==> src/rtl/countdown_display_pkg.sv <==
// Shared types and constants for the countdown display: converter FSM states,
// active-low seven-segment patterns {g,f,e,d,c,b,a} and BCD/binary widths.
package countdown_display_pkg;

  localparam int BIN_BITS = 16;
  localparam int BCD_BITS = 20;

  typedef enum logic [1:0] {
    ST_IDLE,
    ST_SHIFT,
    ST_LOAD
  } state_t;

  localparam logic [6:0] SEG_0     = 7'b1000000;
  localparam logic [6:0] SEG_1     = 7'b1111001;
  localparam logic [6:0] SEG_2     = 7'b0100100;
  localparam logic [6:0] SEG_3     = 7'b0110000;
  localparam logic [6:0] SEG_4     = 7'b0011001;
  localparam logic [6:0] SEG_5     = 7'b0010010;
  localparam logic [6:0] SEG_6     = 7'b0000010;
  localparam logic [6:0] SEG_7     = 7'b1111000;
  localparam logic [6:0] SEG_8     = 7'b0000000;
  localparam logic [6:0] SEG_9     = 7'b0010000;
  localparam logic [6:0] SEG_BLANK = 7'b1111111;
  localparam logic [6:0] SEG_DASH  = 7'b0111111;
  localparam logic [6:0] SEG_G     = 7'b1000010;

  // Non-decimal nibbles decode to blank; the top uses 4'hF as its "no digit" code.
  function automatic logic [6:0] digit_to_seg(input logic [3:0] d);
    logic [6:0] p;
    case (d)
      4'd0:    p = SEG_0;
      4'd1:    p = SEG_1;
      4'd2:    p = SEG_2;
      4'd3:    p = SEG_3;
      4'd4:    p = SEG_4;
      4'd5:    p = SEG_5;
      4'd6:    p = SEG_6;
      4'd7:    p = SEG_7;
      4'd8:    p = SEG_8;
      4'd9:    p = SEG_9;
      default: p = SEG_BLANK;
    endcase
    return p;
  endfunction

endpackage

==> src/rtl/bin2bcd_serial.sv <==
// Serial double-dabble converter: one load, 16 add-3/shift cycles, then a
// one-cycle LOAD state in which done is high and bcd holds the result.
module bin2bcd_serial
  import countdown_display_pkg::*;
(
  input  logic                clock,
  input  logic                reset,
  input  logic                load,
  input  logic [BIN_BITS-1:0] bin,
  output logic                busy,
  output logic                done,
  output logic [BCD_BITS-1:0] bcd
);

  state_t                       state_q, state_d;
  logic [BCD_BITS+BIN_BITS-1:0] sr_q, sr_d;
  logic [3:0]                   cnt_q, cnt_d;
  logic [BCD_BITS-1:0]          adj;

  always_comb begin
    // NOTE: every variable gets a default first so no path leaves it unassigned (no latches).
    state_d = state_q;
    sr_d    = sr_q;
    cnt_d   = cnt_q;
    adj     = sr_q[BCD_BITS+BIN_BITS-1:BIN_BITS];
    case (state_q)
      ST_IDLE: begin
        if (load) begin
          sr_d    = {{BCD_BITS{1'b0}}, bin};
          cnt_d   = 4'd0;
          state_d = ST_SHIFT;
        end
      end
      ST_SHIFT: begin
        for (int i = 0; i < BCD_BITS / 4; i++) begin
          if (adj[4*i +: 4] >= 4'd5) adj[4*i +: 4] = adj[4*i +: 4] + 4'd3;
        end
        sr_d  = {adj, sr_q[BIN_BITS-1:0]} << 1;
        cnt_d = cnt_q + 4'd1;
        if (cnt_q == 4'd15) state_d = ST_LOAD;
      end
      ST_LOAD: state_d = ST_IDLE;
      default: state_d = ST_IDLE;
    endcase
  end

  // NOTE: sequential state uses non-blocking assignments so all flops update together.
  always_ff @(posedge clock or negedge reset) begin
    if (!reset) begin
      state_q <= ST_IDLE;
      sr_q    <= '0;
      cnt_q   <= '0;
    end else begin
      state_q <= state_d;
      sr_q    <= sr_d;
      cnt_q   <= cnt_d;
    end
  end

  assign busy = (state_q != ST_IDLE);
  assign done = (state_q == ST_LOAD);
  assign bcd  = sr_q[BCD_BITS+BIN_BITS-1:BIN_BITS];

endmodule

==> src/rtl/countdown_display.sv <==
// Four-digit multiplexed seven-segment display of the upstream count, with
// input stability filtering, overflow dashes and a "GO" override on start.
module countdown_display
  import countdown_display_pkg::*;
#(
  parameter int REFRESH_DIV = 100000
) (
  input  logic        clock,
  input  logic        reset,
  input  logic [15:0] count,
  input  logic        start,
  output logic [3:0]  an,
  output logic [6:0]  seg,
  output logic        dp
);

  localparam int            PW      = $clog2(REFRESH_DIV);
  localparam logic [PW-1:0] PRE_MAX = PW'(REFRESH_DIV - 1);

  logic [15:0]         c_q, c_d, last_q, last_d;
  logic                s_q, s_d, start_f_q, start_f_d, first_q, first_d;
  logic [15:0]         digit_q, digit_d;
  logic                ovf_q, ovf_d;
  logic [3:0][6:0]     disp_q, disp_d;
  logic [1:0]          idx_q, idx_d;
  logic [PW-1:0]       pre_q, pre_d;
  logic [3:0]          an_q, an_d;
  logic [6:0]          seg_q, seg_d;
  logic                conv_load, conv_busy, conv_done;
  logic [BCD_BITS-1:0] conv_bcd;
  logic                lead3, lead2, lead1;

  bin2bcd_serial u_conv (
    .clock (clock),
    .reset (reset),
    .load  (conv_load),
    .bin   (c_q),
    .busy  (conv_busy),
    .done  (conv_done),
    .bcd   (conv_bcd)
  );

  always_comb begin
    c_d       = count;
    s_d       = start;
    start_f_d = (start == s_q) ? s_q : start_f_q;
    // A count is accepted only once it matches its registered copy.
    conv_load = !conv_busy && (count == c_q) && ((c_q != last_q) || first_q);
    last_d    = conv_load ? c_q : last_q;
    first_d   = conv_load ? 1'b0 : first_q;

    digit_d = digit_q;
    ovf_d   = ovf_q;
    if (conv_done) begin
      digit_d = conv_bcd[15:0];
      // A non-zero ten-thousands nibble is exactly last > 9999.
      ovf_d   = (conv_bcd[19:16] != 4'd0);
    end

    lead3 = (digit_q[15:12] != 4'd0);
    lead2 = lead3 || (digit_q[11:8] != 4'd0);
    lead1 = lead2 || (digit_q[7:4] != 4'd0);
    if (start_f_q) begin
      disp_d = {SEG_BLANK, SEG_BLANK, SEG_G, SEG_0};
    end else if (ovf_q) begin
      disp_d = {4{SEG_DASH}};
    end else begin
      disp_d[3] = lead3 ? digit_to_seg(digit_q[15:12]) : SEG_BLANK;
      disp_d[2] = lead2 ? digit_to_seg(digit_q[11:8])  : SEG_BLANK;
      disp_d[1] = lead1 ? digit_to_seg(digit_q[7:4])   : SEG_BLANK;
      disp_d[0] = digit_to_seg(digit_q[3:0]);
    end

    // Outputs present the current index on wrap, then the index advances.
    pre_d = pre_q + PW'(1);
    idx_d = idx_q;
    an_d  = an_q;
    seg_d = seg_q;
    if (pre_q == PRE_MAX) begin
      pre_d = '0;
      idx_d = idx_q + 2'd1;
      an_d  = ~(4'b0001 << idx_q);
      seg_d = disp_q[idx_q];
    end
  end

  always_ff @(posedge clock or negedge reset) begin
    if (!reset) begin
      c_q       <= '0;
      s_q       <= 1'b0;
      start_f_q <= 1'b0;
      last_q    <= '0;
      first_q   <= 1'b1;
      digit_q   <= 16'hFFFF;
      ovf_q     <= 1'b0;
      // NOTE: the digit pattern array is reset too, so the display is blank until a value converts.
      disp_q    <= {4{SEG_BLANK}};
      idx_q     <= '0;
      pre_q     <= '0;
      an_q      <= 4'b1111;
      seg_q     <= SEG_BLANK;
    end else begin
      c_q       <= c_d;
      s_q       <= s_d;
      start_f_q <= start_f_d;
      last_q    <= last_d;
      first_q   <= first_d;
      digit_q   <= digit_d;
      ovf_q     <= ovf_d;
      disp_q    <= disp_d;
      idx_q     <= idx_d;
      pre_q     <= pre_d;
      an_q      <= an_d;
      seg_q     <= seg_d;
    end
  end

  assign an  = an_q;
  assign seg = seg_q;
  assign dp  = 1'b1;

endmodule
==> config.mk <==
export PLATFORM = sky130hd
export DESIGN_NAME = countdown_display
export DESIGN_NICKNAME = d
export VERILOG_FILES = /design/src/rtl/countdown_display_pkg.sv /design/src/rtl/bin2bcd_serial.sv /design/src/rtl/countdown_display.sv
export SDC_FILE = /design/constraint.sdc
export NUM_CORES = 1
export LEC_CHECK = 0
export CORE_UTILIZATION = 30
export DETAILED_ROUTE_END_ITERATION = 10
export HOLD_SLACK_MARGIN = 0.12
export PLACE_DENSITY = 0.48
export SLEW_MARGIN = 30
export SYNTH_ARGS = -nofsm -noshare
export SYNTH_HDL_FRONTEND = slang
export SYNTH_SLANG_ARGS = --single-unit
==> constraint.sdc <==
create_clock -name clock -period 2.3 [get_ports clock]
set_input_delay 0.46 -clock clock [delete_from_list [all_inputs] [get_ports clock]]
set_output_delay 0.46 -clock clock [all_outputs]
set_load 0.01 [all_outputs]
# Word level (Yosys, flattened, before mapping)
# Memory sizes are Yosys's and may differ from the RTL's.
# Cells that the tools add are included.
[classes]
add_sub_neg = 8
magnitude_cmp = 6
n_eq_ne = 9
shift = 1
mux = 20
bitwise_logic = 1
reduce_logical = 15
[op_table]
columns = ["operator", "count"]
rows = [
  ["$pmux 36 s2", 1],
  ["$mux 28", 2],
  ["$mux 36", 1],
  ["$mux 7", 4],
  ["$ge 4x3->1 const B", 5],
  ["$mux 4", 5],
  ["$add 17x1->17 const B", 1],
  ["$eq 17x17->1 const B", 1],
  ["$mux 17", 1],
  ["$add 4x2->4 const B", 4],
  ["$eq 16x16->1", 1],
  ["$ne 16x16->1", 1],
  ["$reduce_bool 4->1", 4],
  ["$bmux 7 s2", 1],
  ["$pmux 4 s2", 1],
  ["$add 4x1->4 const B", 1],
  ["$eq 4x4->1 const B", 1],
  ["$mux 2", 2],
  ["$not 4->4", 1],
  ["$pmux 2 s2", 1],
  ["$reduce_and 2->1", 2],
  ["$reduce_bool 2->1", 2],
  ["$shl 1x2->4 const A", 1],
  ["$add 3x2->3 const B", 1],
  ["other kinds (12)", 15],
]
[word_totals]
register_bits = 152
rom_bits = 448
n_memories = 4
[mem_list]
columns = ["name", "words", "word_bits", "rd", "rd_ports_with_merged_regs", "wr", "line", "rtl"]
rows = [
  ["(no name shown)", 16, 7, 1, 0, 0, "countdown_display_pkg.sv:31", "case (d)"],
  ["(no name shown)", 16, 7, 1, 0, 0, "countdown_display_pkg.sv:31", ""],
  ["(no name shown)", 16, 7, 1, 0, 0, "countdown_display_pkg.sv:31", ""],
  ["(no name shown)", 16, 7, 1, 0, 0, "countdown_display_pkg.sv:31", ""],
]

# Longest topological paths before layout
# Gate-level depths: netlist of the first run.
[depth]
depth_word = 6
ltp_mapped = 8

# Hierarchy
# Synthesis of the first run repeated with hierarchy kept, for this count alone.
[hier_totals]
hier_cells = 699
area_unflattened_um2 = 7783.7
[modules_own_cells]
columns = ["mod", "n_inst", "cells_per_inst", "area_per_inst_um2", "seq_area_each_um2"]
rows = [
  ["countdown_display", 1, 444, 5277.6, 2822.7],
  ["bin2bcd_serial", 1, 255, 2506.2, 1051.0],
]

# Worst setup path before layout of the first run
# Ideal clock, no wire load.
[synth_timing]
path_type = "input-to-reg"
start = "input port count[12]"
end = "register last_q[4]"
arrival_ns = 1.797
t_required_ns = 2.175
path_slack_ns = 0.379
cell_stages = 7
cell_sequence = "xor2_1 -> nor4_1 -> nand4_1 -> a211oi_2 -> buf_4 -> buf_6 -> mux2_2"
[synth_via]
elab_chain_cells = 3
[synth_lines]
columns = ["element", "line", "rtl"]
rows = [
  ["start, declared", "countdown_display.sv:10", "input logic [15:0] count,"],
  ["$eq 16x16->1", "countdown_display.sv:48", "conv_load = !conv_busy && (count == c_q) && ((c_q != last_q) || first_q);"],
  ["$logic_and 1x1->1 (2 in a row)", "countdown_display.sv:48", ""],
  ["end signal, assigned", "countdown_display.sv:106", "last_q <= last_d;"],
  ["end, declared", "countdown_display.sv:20", "logic [15:0] c_q, c_d, last_q, last_d;"],
]
# Every way passes these cells.
# A chain may end at the register's enable or synchronous reset.

# Worst setup path in the final report of the first run
# Ends and elaborated chain as after synthesis.

==> reports/results.ini, run 1 <==
[run_status]
status = complete, no violations

[floorplan]
core_um2 = 24200
ios = 31
start_util = 0.305
num_rows = 57
fp.dieH_um = 159
dieArea_um2 = 25300
die_x_um = 159

[place]
gp_congestion = 0.767
hpwl_um = 9810
port_buffers = 29

[routing]
via_per_inst = 4.60
dr.first_iter.drc_count = 212
wl_per_cell_um = 13.8
vias = 4790
drt-total-wl_um = 14400
drc_errors = 0
dr.pass1.iters = 4
final_antenna_net_count = 0

[critical_path]
cp_max_fo = 6
r2r_slack_ns = 0.08
critPathKind = primary input to flop
cp-end-kind = flop
rr_worst_depth = 7
r2r_end = last_q[4]
arrival_ns = 2.56
startpoint = count[12]
cp_data_required_time_ns = 2.61
r2r-start = c_q[12]
crit_path_start_kind = primary input

[yosys]
synthFlopType = dfrtp_1
synth_area_per_cell_um2 = 11.1
synth_warnings = 0
ys_seq_elements = 152
synth_async_sr_flop_share = 1.00
yosysSeqAreaShare = 0.523
synth_edf_count = 0
ys_types = 47
syn_area_um2 = 7410
synth_nets = 721
synthCells = 665

[clock_network]
clock_sinks = 152
cts_tree = done
clk_pin_slew_worst_paths_ns = 0.07
clock_latency_ns = 0.43
cts-root-buf = clkbuf_16
ctsLongestPathBuffers = 2
h-tree-depth = 4
numCtsBuffers = 17

[global_route]
grt_use_total = 0.118
antenna_found_initial = 0
grt_pass1_wl_um = 24300
grt_max_degree = 66
globalRoute.totalOverflow = 0
first_global_vias = 4901

[min_path]
worst_hold_path.num_cells = 1
holdCritStartpoint = count[2]
whs_endpoint = c_q[2]
hp-class = primary input to flop

[sta]
clock_skew_ns = 0.0239
drv_slew = 0
fin_crit_sh = 0.978
slew_headroom = 0.553
tightest_slew_ns = 0.670
rsz0062_at_grt = true
timing.final.hold_violations = 0
setup_violations = 0
period_minus_slack_ns = 2.25
fmax_ghz = 0.444

[pwr]
p_clk_frac = 0.490
sequentialPowerShare = 0.465
switching_share = 0.232
ir_worst_vdd_uv = 420
pwr-share-comb = 0.044
design_power_total_mw = 5.97
leakagePower_nw = 3.69
powerDensity_nw_per_um2 = 667
p_int_mw = 4.59
p_sw_mw = 1.39

[job]
maxCapViolations = 0

[cells_and_area]
drive_gt1_frac = 0.228
final_common_cell = dfrtp_1
post-route-util = 0.369
nets = 761
area_delta_synth_final_pct = 20.9
mostFrequentLayoutCells = dfrtp_1 (96), dfstp_2 (56), nor2_1 (51)
diodes = 0

## worst max path at each step
stage | slack [ns] | end
after floorplan | 0.38 | last_q[4]
after global routing | -0.06 | u_conv.sr_q[7]
final | 0.05 | last_q[4]
after detailed placement | -0.41 | u_conv.cnt_q[3]
after CTS | 0.01 | u_conv.cnt_q[3]
after global placement | -0.44 | u_conv.cnt_q[2]
## flip-flops by register name (all words and copies together), names as in the netlist, 4 cells and up
signal / cells
last_q: 16
u_conv.sr_q: 36
seg: 7
u_conv.cnt_q: 4
digit_q: 16
pre_q: 17
disp_q: 28
an: 4
c_q: 16
## area by class of cell
cell class              instances  area, um2
clock buffers                  18        429
clock inverters                14        186
fillers                      2378      15300
inverters                      26       97.6
multi-input cells             452       3350
flip-flops and latches        152       3870
well taps                     324        405
repair buffers                 56        617
## power by group through the flow
stage | combinational (mW) | clock (mW) | sequential, mW
2_1_floorplan | 0.128 | 0 | 2.81
3_3_place_gp | 0.260 | 0 | 2.83
3_5_place_dp | 0.266 | 0 | 2.83
4_1_cts | 0.270 | 3.01 | 2.78
5_1_grt | 0.300 | 3.13 | 2.79
6_report | 0.264 | 2.93 | 2.78
## cells in the mapped netlist, drive strengths merged (25+ instances only)
master	instances	area [um2]
a21oi	45	225
clkbuf	26	98.8
dfrtp	96	2400
dfstp	56	1470
ha	37	463
inv	26	97.6
mux2	32	360
nand2	47	176
nor2	52	195
o21ai	37	185
xnor2	33	289
xor2	25	219
## repair_timing
action | 4_1_cts | 5_1_grt
resized for setup | 0 | 25
setup endpoints to repair | 0 | 36
buffers inserted | 0 | 2
hold endpoints to repair | 17 | 0
hold buffers | 1 | 0
## metrics by stage
stage	area (um2)	hold slack [ns]	worst slack, ns	TNS (ns)	cells
2_1_floorplan	7410	0.164	0.379	0	665
3_3_place_gp	8160	0.454	-0.441	-18.72	1004
3_5_place_dp	8160	0.463	-0.415	-15.93	1004
4_1_cts	8790	0.473	0.0145	0	1037
5_1_grt	8960	0.164	-0.0640	-0.769	1042
6_report	8960	0.185	0.0497	0	1042
## critical path: stages
cell	delay, ns
clkdlybuf4s50_1	0.43
xor2_1	0.17
nor4_2	0.32
nand4_1	0.19
a211oi_4	0.32
buf_6	0.20
buf_12	0.14
mux2_2	0.33
## per-layer routing
layer / global-route usage / share of wire / vias up
met3: 0.0300 / 0.022 / 12
met5: 0 / 0 / -
li1: - / - / 2377
met1: 0.149 / 0.47 / 2345
met2: 0.199 / 0.50 / 56
met4: 0.0372 / 0.013 / 0
## logic make-up after synthesis
family                   share of synthesized area
adder cells (fa/ha/maj)                     0.0639
XOR/XNOR                                    0.0686
AO/OA/AOI/OAI                               0.0941
AND/OR/NAND/NOR                              0.112
flip-flops                                   0.523
multiplexers                                 0.101
other                                     0.000506
buffers and inverters                       0.0367
(Power assumes the default switching activity.)
==> run 2: changes to the inputs <==
CORE_MARGIN = 4   (was default)
REMOVE_ABC_BUFFERS = 1   (was default)
==> run 2 against run 1 <==
  * Wire length down 1.1%
  * Critical endpoint is now u_conv.cnt_q[3]
  * Setup slack improved by 0.061 ns
  * Clock power fell by 7.5%
  * Sequential share of layout area grew 1.3 points
  * Hold slack improved by 0.28 ns
  * Via count shrank 0.65%
  * Maximum frequency up 2.8%
==> reports/results.ini, run 2 (synthesis results as in run 1) <==
[floorplan]
fp.dieH_um = 165  ; was 159 um
ios = 31  ; unchanged
start_util = 0.305  ; about the same
core_um2 = 24300  ; was 24200 um2
dieArea_um2 = 27300  ; was 25300 um2
num_rows = 57  ; unchanged
die_x_um = 165  ; was 159 um

[critical_path]
crit_path_start_kind = primary input  ; unchanged
arrival_ns = 2.49  ; was 2.56 ns
cp_max_fo = 35  ; was 6
critPathKind = primary input to flop  ; unchanged
cp_data_required_time_ns = 2.60  ; was 2.61 ns
cp-end-kind = flop  ; unchanged
r2r-start = c_q[12]  ; unchanged
r2r_slack_ns = 0.15  ; was 0.08 ns
startpoint = count[5]  ; was count[12]

[sta]
setup_ws_ns = 0.111  ; was 0.0497 ns
clock_skew_ns = 0.00998  ; was 0.0239 ns
timing.final.hold_violations = 0  ; unchanged
fin_crit_sh = 0.952  ; was 0.978
tightest_slew_ns = 0.766  ; was 0.670 ns
fmax_ghz = 0.457  ; was 0.444 GHz
rsz0062_at_grt = false  ; was true
setup_violations = 0  ; unchanged
drv_slew = 0  ; unchanged
slew_headroom = 0.490  ; was 0.553
setup_tns_ns = 0  ; unchanged
period_minus_slack_ns = 2.19  ; was 2.25 ns

[cells_and_area]
drive_gt1_frac = 0.214  ; was 0.228
area_delta_synth_final_pct = 17.5  ; was 20.9%
mostFrequentLayoutCells = dfrtp_1 (96), dfstp_2 (56), nor2_1 (52)  ; was dfrtp_1 (96), dfstp_2 (56), nor2_1 (51)
diodes = 0  ; unchanged
final_area_um2 = 8700  ; was 8960 um2
final_common_cell = dfrtp_1  ; unchanged
final_cells = 1033  ; was 1042
nets = 752  ; was 761
largest_reg_flops = 36  ; unchanged
top_regs = u_conv.sr_q x36, disp_q x28, pre_q x17  ; unchanged
largest_register = u_conv.sr_q  ; unchanged

[place]
dp_slack_ns = -0.325  ; was -0.415 ns
hpwl_um = 10300  ; was 9810 um
gp_congestion = 0.787  ; was 0.767
postPlaceCellArea_um2 = 8110  ; was 8160 um2
port_buffers = 29  ; unchanged
place_inst = 1000  ; was 1004

[clock_network]
clk_pin_slew_worst_paths_ns = 0.06  ; was 0.07 ns
h-tree-depth = 4  ; unchanged
cts_tree = done  ; unchanged
ctsLongestPathBuffers = 2  ; unchanged
numCtsBuffers = 17  ; unchanged
clock_latency_ns = 0.42  ; was 0.43 ns
cts-root-buf = clkbuf_16  ; unchanged
clock_sinks = 152  ; unchanged

[routing]
via_per_inst = 4.61  ; was 4.60
wl_per_cell_um = 13.8  ; about the same
dr.first_iter.drc_count = 190  ; was 212
vias = 4759  ; was 4790
final_antenna_net_count = 0  ; unchanged
drc_errors = 0  ; unchanged
drt-total-wl_um = 14300  ; was 14400 um
dr.pass1.iters = 4  ; unchanged

[job]
maxCapViolations = 0  ; unchanged

[global_route]
globalRoute.totalOverflow = 0  ; unchanged
grt_max_degree = 47  ; was 66
antenna_found_initial = 0  ; unchanged
grt_use_total = 0.111  ; was 0.118
grt_pass1_wl_um = 24100  ; was 24300 um
first_global_vias = 4962  ; was 4901

[pwr]
design_power_total_mw = 5.74  ; was 5.97 mW
ir_worst_vdd_uv = 319  ; was 420 uV
powerDensity_nw_per_um2 = 660  ; was 667 nW/um2
leakagePower_nw = 3.58  ; was 3.69 nW

[min_path]
holdCritStartpoint = an[3]  ; was count[2]
hp-class = flop to flop  ; was primary input to flop

[run_status]
status = complete, no violations  ; unchanged

==> run 2: changes by cell type in the layout (fill, tap and decap cells not counted), moves of 3 or more <==
cell	previous run	this run
mux2_2	17	32
mux2_4	15	0
inv_6	4	0
clkdlybuf4s50_1	25	28
clkinv_2	0	3
clkinvlp_4	4	1
dlymetal6s2s_1	3	0
inv_4	0	3
==> run 2: final timing paths <==
kind                              endpoint  cells after the start
max reg2reg                u_conv.cnt_q[3]                      7
min                                  an[3]                      2
max                        u_conv.cnt_q[3]                      8
max in group asynchronous           seg[2]                      3
min reg2reg                          an[3]                      2
min in group asynchronous        start_f_q                      2
==> run 2: stage by stage <==
step                hold slack, ns   util
floorplan                    0.164      -
global placement             0.384  0.333
detailed placement           0.384  0.333
CTS                          0.473  0.357
global route                 0.490  0.358
finish                       0.469  0.358
==> run 2: report_power, final <==
group | internal, mW | leakage (nW) | switching (mW) | total (mW)
logic | 0.111 | 1.58 | 0.142 | 0.253
registers | 2.73 | 1.71 | 0.0525 | 2.78
clock network | 1.62 | 0.285 | 1.09 | 2.71
total | 4.46 | 3.58 | 1.28 | 5.74
==> run 2: critical path, stage by stage <==
cell,delay [ns]
clkdlybuf4s50_1,0.44
xor2_1,0.16
nor4_1,0.30
nand4_1,0.19
a211oi_4,0.25
buf_12,0.26
nor2_1,0.11
a211o_1,0.30
==> run 2: repair_timing <==
item | 4_1_cts | 5_1_grt
setup endpoints to repair | 0 | 24
hold buffers | 1 | 0
buffers inserted | 0 | 0
endpoints found under the hold margin | 2 | 0
gates resized for setup | 0 | 3
==> run 2: cell type report <==
| class | count | area, um2 |
|---|---|---|
| Inverter | 26 | 97.6 |
| Fill cell | 2355 | 15600 |
| Sequential cell | 152 | 3870 |
| Timing Repair Buffer | 47 | 467 |
| Clock buffer | 22 | 487 |
| Tap cell | 324 | 405 |
| Clock inverter | 10 | 88.8 |
| Multi-Input combinational cell | 452 | 3280 |
==> run 2: routing by layer <==
metal | part of all wire | global-route usage | up-vias
met1 | 0.46 | 0.138 | 2349
li1 | - | - | 2350
met5 | 0 | 0 | -
met4 | 0.0083 | 0.0329 | 0
met2 | 0.50 | 0.190 | 53
met3 | 0.027 | 0.0263 | 7
==> run 3: changes to the inputs <==
CTS_CLUSTER_SIZE = 30   (was default)
==> results of run 3 <==
No change in the layout: final DEF, timing and power equal those of run 2.
